--- src/rtl/auth_session_ctrl.sv ---
// auth_session_ctrl: sequences the combinational Authenticator for one card
// session. It handles account lookup, PIN checking with a per-account lockout
// mask, and inactivity timeouts. The transaction FSM is gated via session_active.
module auth_session_ctrl #(
  parameter int unsigned MAX_TRIES      = 3,
  parameter int unsigned TIMEOUT_CYCLES = 1000,
  parameter int unsigned NUM_ACCOUNTS   = 10
) (
  input  logic        clk,
  input  logic        rst,
  input  logic        card_in,
  input  logic [3:0]  acc_num_in,
  input  logic        pin_valid,
  input  logic [15:0] pin_in,
  input  logic        card_remove,
  input  logic        logout,
  input  logic        activity,
  input  logic        unlock_req,
  input  logic [3:0]  unlock_idx,
  input  logic        auth_found,
  input  logic        auth_ok,
  input  logic [3:0]  auth_index,
  output logic [3:0]  auth_acc_num,
  output logic [15:0] auth_pin,
  output logic        session_active,
  output logic [3:0]  acc_index,
  output logic [2:0]  tries_left,
  output logic        evt_auth_ok,
  output logic        evt_pin_bad,
  output logic        evt_not_found,
  output logic        evt_locked,
  output logic        evt_timeout
);

  localparam logic [2:0]  MAX_TRIES3 = 3'(MAX_TRIES);
  localparam logic [15:0] TIMER_LOAD = 16'(TIMEOUT_CYCLES - 1);
  localparam logic [4:0]  NUM_ACC5   = 5'(NUM_ACCOUNTS);

  typedef enum logic [2:0] {
    IDLE,
    LOOKUP,
    WAIT_PIN,
    CHECK,
    SESSION
  } state_t;

  state_t                  state;
  logic [2:0]              fail_count;
  logic [15:0]             timer;
  logic [NUM_ACCOUNTS-1:0] lock;
  logic                    lock_hit;
  logic [2:0]              fail_next;

  // Indices beyond the mask never read as locked.
  always_comb begin
    lock_hit  = 1'b0;
    if ({1'b0, auth_index} < NUM_ACC5) lock_hit = lock[auth_index];
    fail_next = fail_count + 3'd1;
  end

  assign tries_left = MAX_TRIES3 - fail_count;

  // Session FSM with registered outputs, lock mask, and inactivity timer.
  always_ff @(posedge clk) begin
    if (rst) begin
      state          <= IDLE;
      auth_acc_num   <= '0;
      auth_pin       <= '0;
      acc_index      <= '0;
      session_active <= 1'b0;
      fail_count     <= '0;
      timer          <= '0;
      lock           <= '0;
      evt_auth_ok    <= 1'b0;
      evt_pin_bad    <= 1'b0;
      evt_not_found  <= 1'b0;
      evt_locked     <= 1'b0;
      evt_timeout    <= 1'b0;
    end else begin
      evt_auth_ok   <= 1'b0;
      evt_pin_bad   <= 1'b0;
      evt_not_found <= 1'b0;
      evt_locked    <= 1'b0;
      evt_timeout   <= 1'b0;

      // Unlock is applied first so that a lock set later in this block wins.
      if (unlock_req && ({1'b0, unlock_idx} < NUM_ACC5)) lock[unlock_idx] <= 1'b0;

      if (card_remove && state != IDLE) begin
        state          <= IDLE;
        auth_pin       <= '0;
        session_active <= 1'b0;
        acc_index      <= '0;
        fail_count     <= '0;
      end else begin
        case (state)
          IDLE: begin
            if (card_in) begin
              auth_acc_num <= acc_num_in;
              auth_pin     <= '0;
              fail_count   <= '0;
              state        <= LOOKUP;
            end
          end
          LOOKUP: begin
            if (!auth_found) begin
              evt_not_found <= 1'b1;
              state         <= IDLE;
              auth_pin      <= '0;
              acc_index     <= '0;
            end else if (lock_hit) begin
              evt_locked <= 1'b1;
              state      <= IDLE;
              auth_pin   <= '0;
              acc_index  <= '0;
            end else begin
              acc_index <= auth_index;
              timer     <= TIMER_LOAD;
              state     <= WAIT_PIN;
            end
          end
          WAIT_PIN: begin
            if (pin_valid) begin
              auth_pin <= pin_in;
              state    <= CHECK;
            end else if (timer == '0) begin
              evt_timeout <= 1'b1;
              state       <= IDLE;
              auth_pin    <= '0;
              acc_index   <= '0;
            end else begin
              timer <= timer - 16'd1;
            end
          end
          CHECK: begin
            if (auth_ok) begin
              evt_auth_ok    <= 1'b1;
              timer          <= TIMER_LOAD;
              session_active <= 1'b1;
              state          <= SESSION;
            end else if (fail_next >= MAX_TRIES3) begin
              fail_count <= MAX_TRIES3;
              if ({1'b0, acc_index} < NUM_ACC5) lock[acc_index] <= 1'b1;
              evt_locked <= 1'b1;
              state      <= IDLE;
              auth_pin   <= '0;
              acc_index  <= '0;
            end else begin
              fail_count  <= fail_next;
              evt_pin_bad <= 1'b1;
              timer       <= TIMER_LOAD;
              state       <= WAIT_PIN;
            end
          end
          SESSION: begin
            if (logout) begin
              state          <= IDLE;
              auth_pin       <= '0;
              session_active <= 1'b0;
              acc_index      <= '0;
            end else if (activity) begin
              timer <= TIMER_LOAD;
            end else if (timer == '0) begin
              evt_timeout    <= 1'b1;
              state          <= IDLE;
              auth_pin       <= '0;
              session_active <= 1'b0;
              acc_index      <= '0;
            end else begin
              timer <= timer - 16'd1;
            end
          end
          default: state <= IDLE;
        endcase
      end
    end
  end

endmodule

--- config.mk ---
export PLATFORM = sky130hd
export DESIGN_NAME = auth_session_ctrl
export DESIGN_NICKNAME = d
export VERILOG_FILES = /design/src/rtl/auth_session_ctrl.sv
export SDC_FILE = /design/constraint.sdc
export NUM_CORES = 1
export LEC_CHECK = 0
export BUFFER_PORTS_ARGS = -buffer_cell sky130_fd_sc_hd__buf_4
export CORE_UTILIZATION = 40
export CTS_BUF_LIST = sky130_fd_sc_hd__clkbuf_4
export CTS_CLUSTER_DIAMETER = 50
export DETAILED_ROUTE_END_ITERATION = 7
export PLACE_DENSITY = 0.68
export SLEW_MARGIN = 20
export SYNTH_ARGS = -nofsm -noshare
export SYNTH_HDL_FRONTEND = slang
export SYNTH_SLANG_ARGS = --single-unit
--- constraint.sdc ---
create_clock -name clk -period 2.25 [get_ports clk]
set_input_delay 0.45 -clock clk [delete_from_list [all_inputs] [get_ports clk]]
set_output_delay 0.45 -clock clk [all_outputs]
set_load 0.02 [all_outputs]
==> flow_summary_export.csv <==
group,metric,value,unit
outcome,outcome,"finished clean",
detailed_routing,via_count,3258,
floorplan,area_of_the_die,0.008276,sq mm
global_routing,first_pass_grt_wire_length,14.42,mm
synth,synth_enable_flop_cells,0,
detailed_routing,routed_wl,8.989,mm
timing,setup_tns,0,ps
global_routing,groute.usage.overall,0.2164,
timing,min_period_over_period,0.9794,
synth,synthDominantAreaCellType,"sky130_fd_sc_hd__dfxtp_1",
clock_network,post_cts_hold_buffer_count,0,
detailed_routing,drt_drc_violations_left,0,
setup_path,cp-start-kind,"flip-flop",
setup_path,critical_path_arrival,2540,ps
synth,synth_async_sr_flop_share,0,
detailed_routing,drt_pass1_iterations,7,
timing,report.final.slew_viol_count,0,
cells_and_area,fill_cells,719,
synth,dominantRegCellSynth,"sky130_fd_sc_hd__dfxtp_1",
global_routing,grt_start_max_net_pins,25,
power,cellPowerDensity,712.7,mW/mm^2
clock_network,numCtsBuffers,9,
floorplan,num_io_pins,71,
floorplan,floorplan.initialDensity,0.4119,
place,io_buffer_count,70,
setup_path,start_to_end_type_of_the_worst_setup_path,"reg2reg",
cells_and_area,area.sequential,0.001247,sq mm
detailed_routing,drtAntennaViolNets,0,
clock_network,cts_tree,"built",
cells_and_area,antenna_cells_inserted,0,
floorplan,floorplan.die.height,90.98,microns
timing,hold_violations,0,
detailed_routing,routedWlPerCell,15.83,microns
floorplan,core_area,0.007687,sq mm
synth,synth_top_cells_by_area,"sky130_fd_sc_hd__dfxtp_1, sky130_fd_sc_hd__o31ai_1, sky130_fd_sc_hd__a21oi_1",
synth,yosys_warnings,0,
global_routing,initial_antenna_violation_count,0,
timing,period_needed,2204,ps
setup_path,endpoint_kind,"flip-flop",
synth,syn_avg_cell_area,8.445,sq um
synth,synth_nets,416,
detailed_routing,detailedRoute.firstIterationViolations,207,
global_routing,grt_pass1_vias,3007,
job,max-cap-violations,0,
synth,ys_seq_elements,62,
place,place.gp.congestion,0.8539,
synth,total_standard_cell_area_after_synthesis,0.003167,sq mm
floorplan,std_cell_rows,32,
timing,timing_worst_slew_pin_value,492.3,ps
worst_hold_path,min_delay_path_class,"in2reg",
cells_and_area,area_grow_syn2layout,34.97,%
floorplan,dieWidth,90.98,microns
power,total_leakage_power,1.692,nW
timing,fin_skew,18.36,ps
place,dpl_wire_length,6.310,mm
power,irDropWorstVdd,0.0003309,V
cells_and_area,area_taken_by_multi_input_logic_gates,0.001882,sq mm
cells_and_area,design.final.nets,502,
timing,number_of_setup_violations_in_the_final_report,0,
detailed_routing,via_per_inst,5.736,
timing,hold_slack,219.6,ps
cells_and_area,drive_above_1_share,0.3326,
cells_and_area,final_core_utilization,0.5560,
setup_path,worst-endpoint-required,2580,ps
global_routing,residual_overflow_from_global_routing,0,
timing,timing.slew.headroom,0.6718,
clock_network,clkTransAtPathRegs,110,ps
clock_network,clock_insertion_delay_worst_skew,420,ps
synth,netlist-cell-type-count,60,
clock_network,tritoncts_num_sinks,62,
synth,seq_area_frac_synth,0.3919,
timing,max_freq,453.8,MHz
clock_network,clock_tree.htree_level_count,3,
clock_network,clock_tree.root_cell,"sky130_fd_sc_hd__clkbuf_4",
setup_path,crit_path_max_fanout,4,
clock_network,ctsLongestPathBuffers,2,
synth,synthCells,375,
synth,synth_top_cell_area_share,0.3919,
-- worst max-delay path: stages, from the launching register on --
cell	delay [ps]
sky130_fd_sc_hd__dfxtp_4	380
sky130_fd_sc_hd__ha_2	200
sky130_fd_sc_hd__xor2_2	150
sky130_fd_sc_hd__o31a_1	330
sky130_fd_sc_hd__or3_4	400
sky130_fd_sc_hd__or4_4	420
sky130_fd_sc_hd__a311oi_2	240
-- area by class of cell --
class,count,area share
multi-input combinational,271,0.4403
sequential,62,0.2919
timing repair buffer,102,0.1792
tap,102,0.02986
clock inverter,7,0.02869
clock buffer,9,0.01581
inverter,15,0.01434
-- per-layer routing --
| layer | share of wire | global-route usage | up-vias |
|---|---|---|---|
| met1 | 0.46 | 0.2975 | 1522 |
| met3 | 0.071 | 0.04355 | 13 |
| li1 | - | - | 1598 |
| met4 | 0.011 | 0.07143 | 0 |
| met5 | 0 | 0 | - |
| met2 | 0.46 | 0.3384 | 125 |
-- flip-flops by register name (all words and copies together) (netlist names) --
signal,cells
auth_pin,16
evt_not_found,1
timer,16
evt_auth_ok,1
evt_locked,1
session_active,1
fail_count,3
acc_index,4
lock,10
evt_pin_bad,1
state,3
evt_timeout,1
auth_acc_num,4
-- through the flow --
stage | cells | cell area, sq um | setup WS (ps) | total power [mW]
after detailed placement | 549 | 3965 | -73.30 | 1.988
after floorplan | 375 | 3211 | -14.48 | 1.676
after global placement | 549 | 3965 | -16.05 | 1.976
after global routing | 568 | 4274 | -33.46 | 3.195
after CTS | 566 | 4169 | 19.16 | 3.004
final | 568 | 4274 | 46.39 | 3.046
-- synthesized netlist by cell type, types with 3 or more instances --
| cell type | n |
|---|---|
| sky130_fd_sc_hd__nor4b_1 | 3 |
| sky130_fd_sc_hd__o31a_1 | 3 |
| sky130_fd_sc_hd__nand3b_1 | 3 |
| sky130_fd_sc_hd__nor3_1 | 12 |
| sky130_fd_sc_hd__nand2b_1 | 4 |
| sky130_fd_sc_hd__and3_1 | 5 |
| sky130_fd_sc_hd__inv_1 | 15 |
| sky130_fd_sc_hd__nand3_1 | 11 |
| sky130_fd_sc_hd__buf_2 | 12 |
| sky130_fd_sc_hd__or3_1 | 4 |
| sky130_fd_sc_hd__nand4b_1 | 4 |
| sky130_fd_sc_hd__o31ai_1 | 23 |
| sky130_fd_sc_hd__mux2i_1 | 7 |
| sky130_fd_sc_hd__o21ai_0 | 12 |
| sky130_fd_sc_hd__o211ai_1 | 3 |
| sky130_fd_sc_hd__a211oi_1 | 4 |
| sky130_fd_sc_hd__a32o_1 | 4 |
| sky130_fd_sc_hd__nor3b_1 | 6 |
| sky130_fd_sc_hd__a21oi_1 | 31 |
| sky130_fd_sc_hd__or4_1 | 4 |
| sky130_fd_sc_hd__dfxtp_1 | 62 |
| sky130_fd_sc_hd__a311oi_1 | 4 |
| sky130_fd_sc_hd__nor4_1 | 3 |
| sky130_fd_sc_hd__or2_2 | 3 |
| sky130_fd_sc_hd__ha_1 | 3 |
| sky130_fd_sc_hd__a221oi_1 | 3 |
| sky130_fd_sc_hd__o32ai_1 | 4 |
| sky130_fd_sc_hd__nor2b_1 | 6 |
| sky130_fd_sc_hd__o311ai_0 | 6 |
| sky130_fd_sc_hd__a31oi_1 | 7 |
| sky130_fd_sc_hd__clkbuf_1 | 14 |
| sky130_fd_sc_hd__nor2_1 | 23 |
| sky130_fd_sc_hd__nand2_1 | 31 |
-- where the power goes --
part / total (mW) / switching [mW] / internal, mW
Combinational: 0.840 / 0.480 / 0.360
Clock: 1.01 / 0.448 / 0.565
Sequential: 1.19 / 0.0523 / 1.14
Total: 3.05 / 0.980 / 2.07
-- cell families after synthesis --
logic type,after synthesis,synth area share
compound gates,126,0.2793
xor+xnor,1,0.002766
fa+ha+maj,3,0.01185
buf+inv,42,0.05571
flops,62,0.3919
mux,9,0.02924
simple gates,132,0.2292
-- layout by cell type, fill, tap and decap left out, types with 3 or more instances in the layout --
cell,count
sky130_fd_sc_hd__a21oi_1,31
sky130_fd_sc_hd__a221oi_1,3
sky130_fd_sc_hd__a31oi_1,6
sky130_fd_sc_hd__or2_2,3
sky130_fd_sc_hd__a211oi_1,4
sky130_fd_sc_hd__dfxtp_1,59
sky130_fd_sc_hd__nor4b_1,3
sky130_fd_sc_hd__mux2i_1,7
sky130_fd_sc_hd__o311ai_0,4
sky130_fd_sc_hd__o31a_1,3
sky130_fd_sc_hd__or3_1,3
sky130_fd_sc_hd__nand3b_1,3
sky130_fd_sc_hd__nand4b_1,4
sky130_fd_sc_hd__bufinv_16,3
sky130_fd_sc_hd__o211ai_1,3
sky130_fd_sc_hd__o21ai_0,12
sky130_fd_sc_hd__and3_1,5
sky130_fd_sc_hd__nand3_1,11
sky130_fd_sc_hd__a311oi_1,4
sky130_fd_sc_hd__nor3b_1,5
sky130_fd_sc_hd__nor2b_1,6
sky130_fd_sc_hd__a32o_1,4
sky130_fd_sc_hd__o31ai_1,14
sky130_fd_sc_hd__nor3_1,12
sky130_fd_sc_hd__o31ai_2,9
sky130_fd_sc_hd__buf_4,102
sky130_fd_sc_hd__nor2_1,22
sky130_fd_sc_hd__nand2_1,31
sky130_fd_sc_hd__inv_1,13
sky130_fd_sc_hd__nand2b_1,4
sky130_fd_sc_hd__clkbuf_4,9
sky130_fd_sc_hd__o32ai_1,4
-- path summary, 6_finish.rpt --
path	start	endpoint	slack [ps]	depth (start not counted)
hold / removal	auth_found	evt_not_found	220	2
hold reg to reg	auth_pin[1]	auth_pin[1]	480	2
setup / recovery	fail_count[0]	timer[3]	50	6
setup reg to reg	fail_count[0]	timer[3]	50	6
-- repair_timing --
| item | 4_1_cts | 5_1_grt |
|---|---|---|
| resized for setup | 2 | 20 |
| pin swaps | 2 | 6 |
| setup buffers | 1 | 2 |
| setup endpoints to repair | 2 | 21 |
Power figures use the tool's default switching activity.
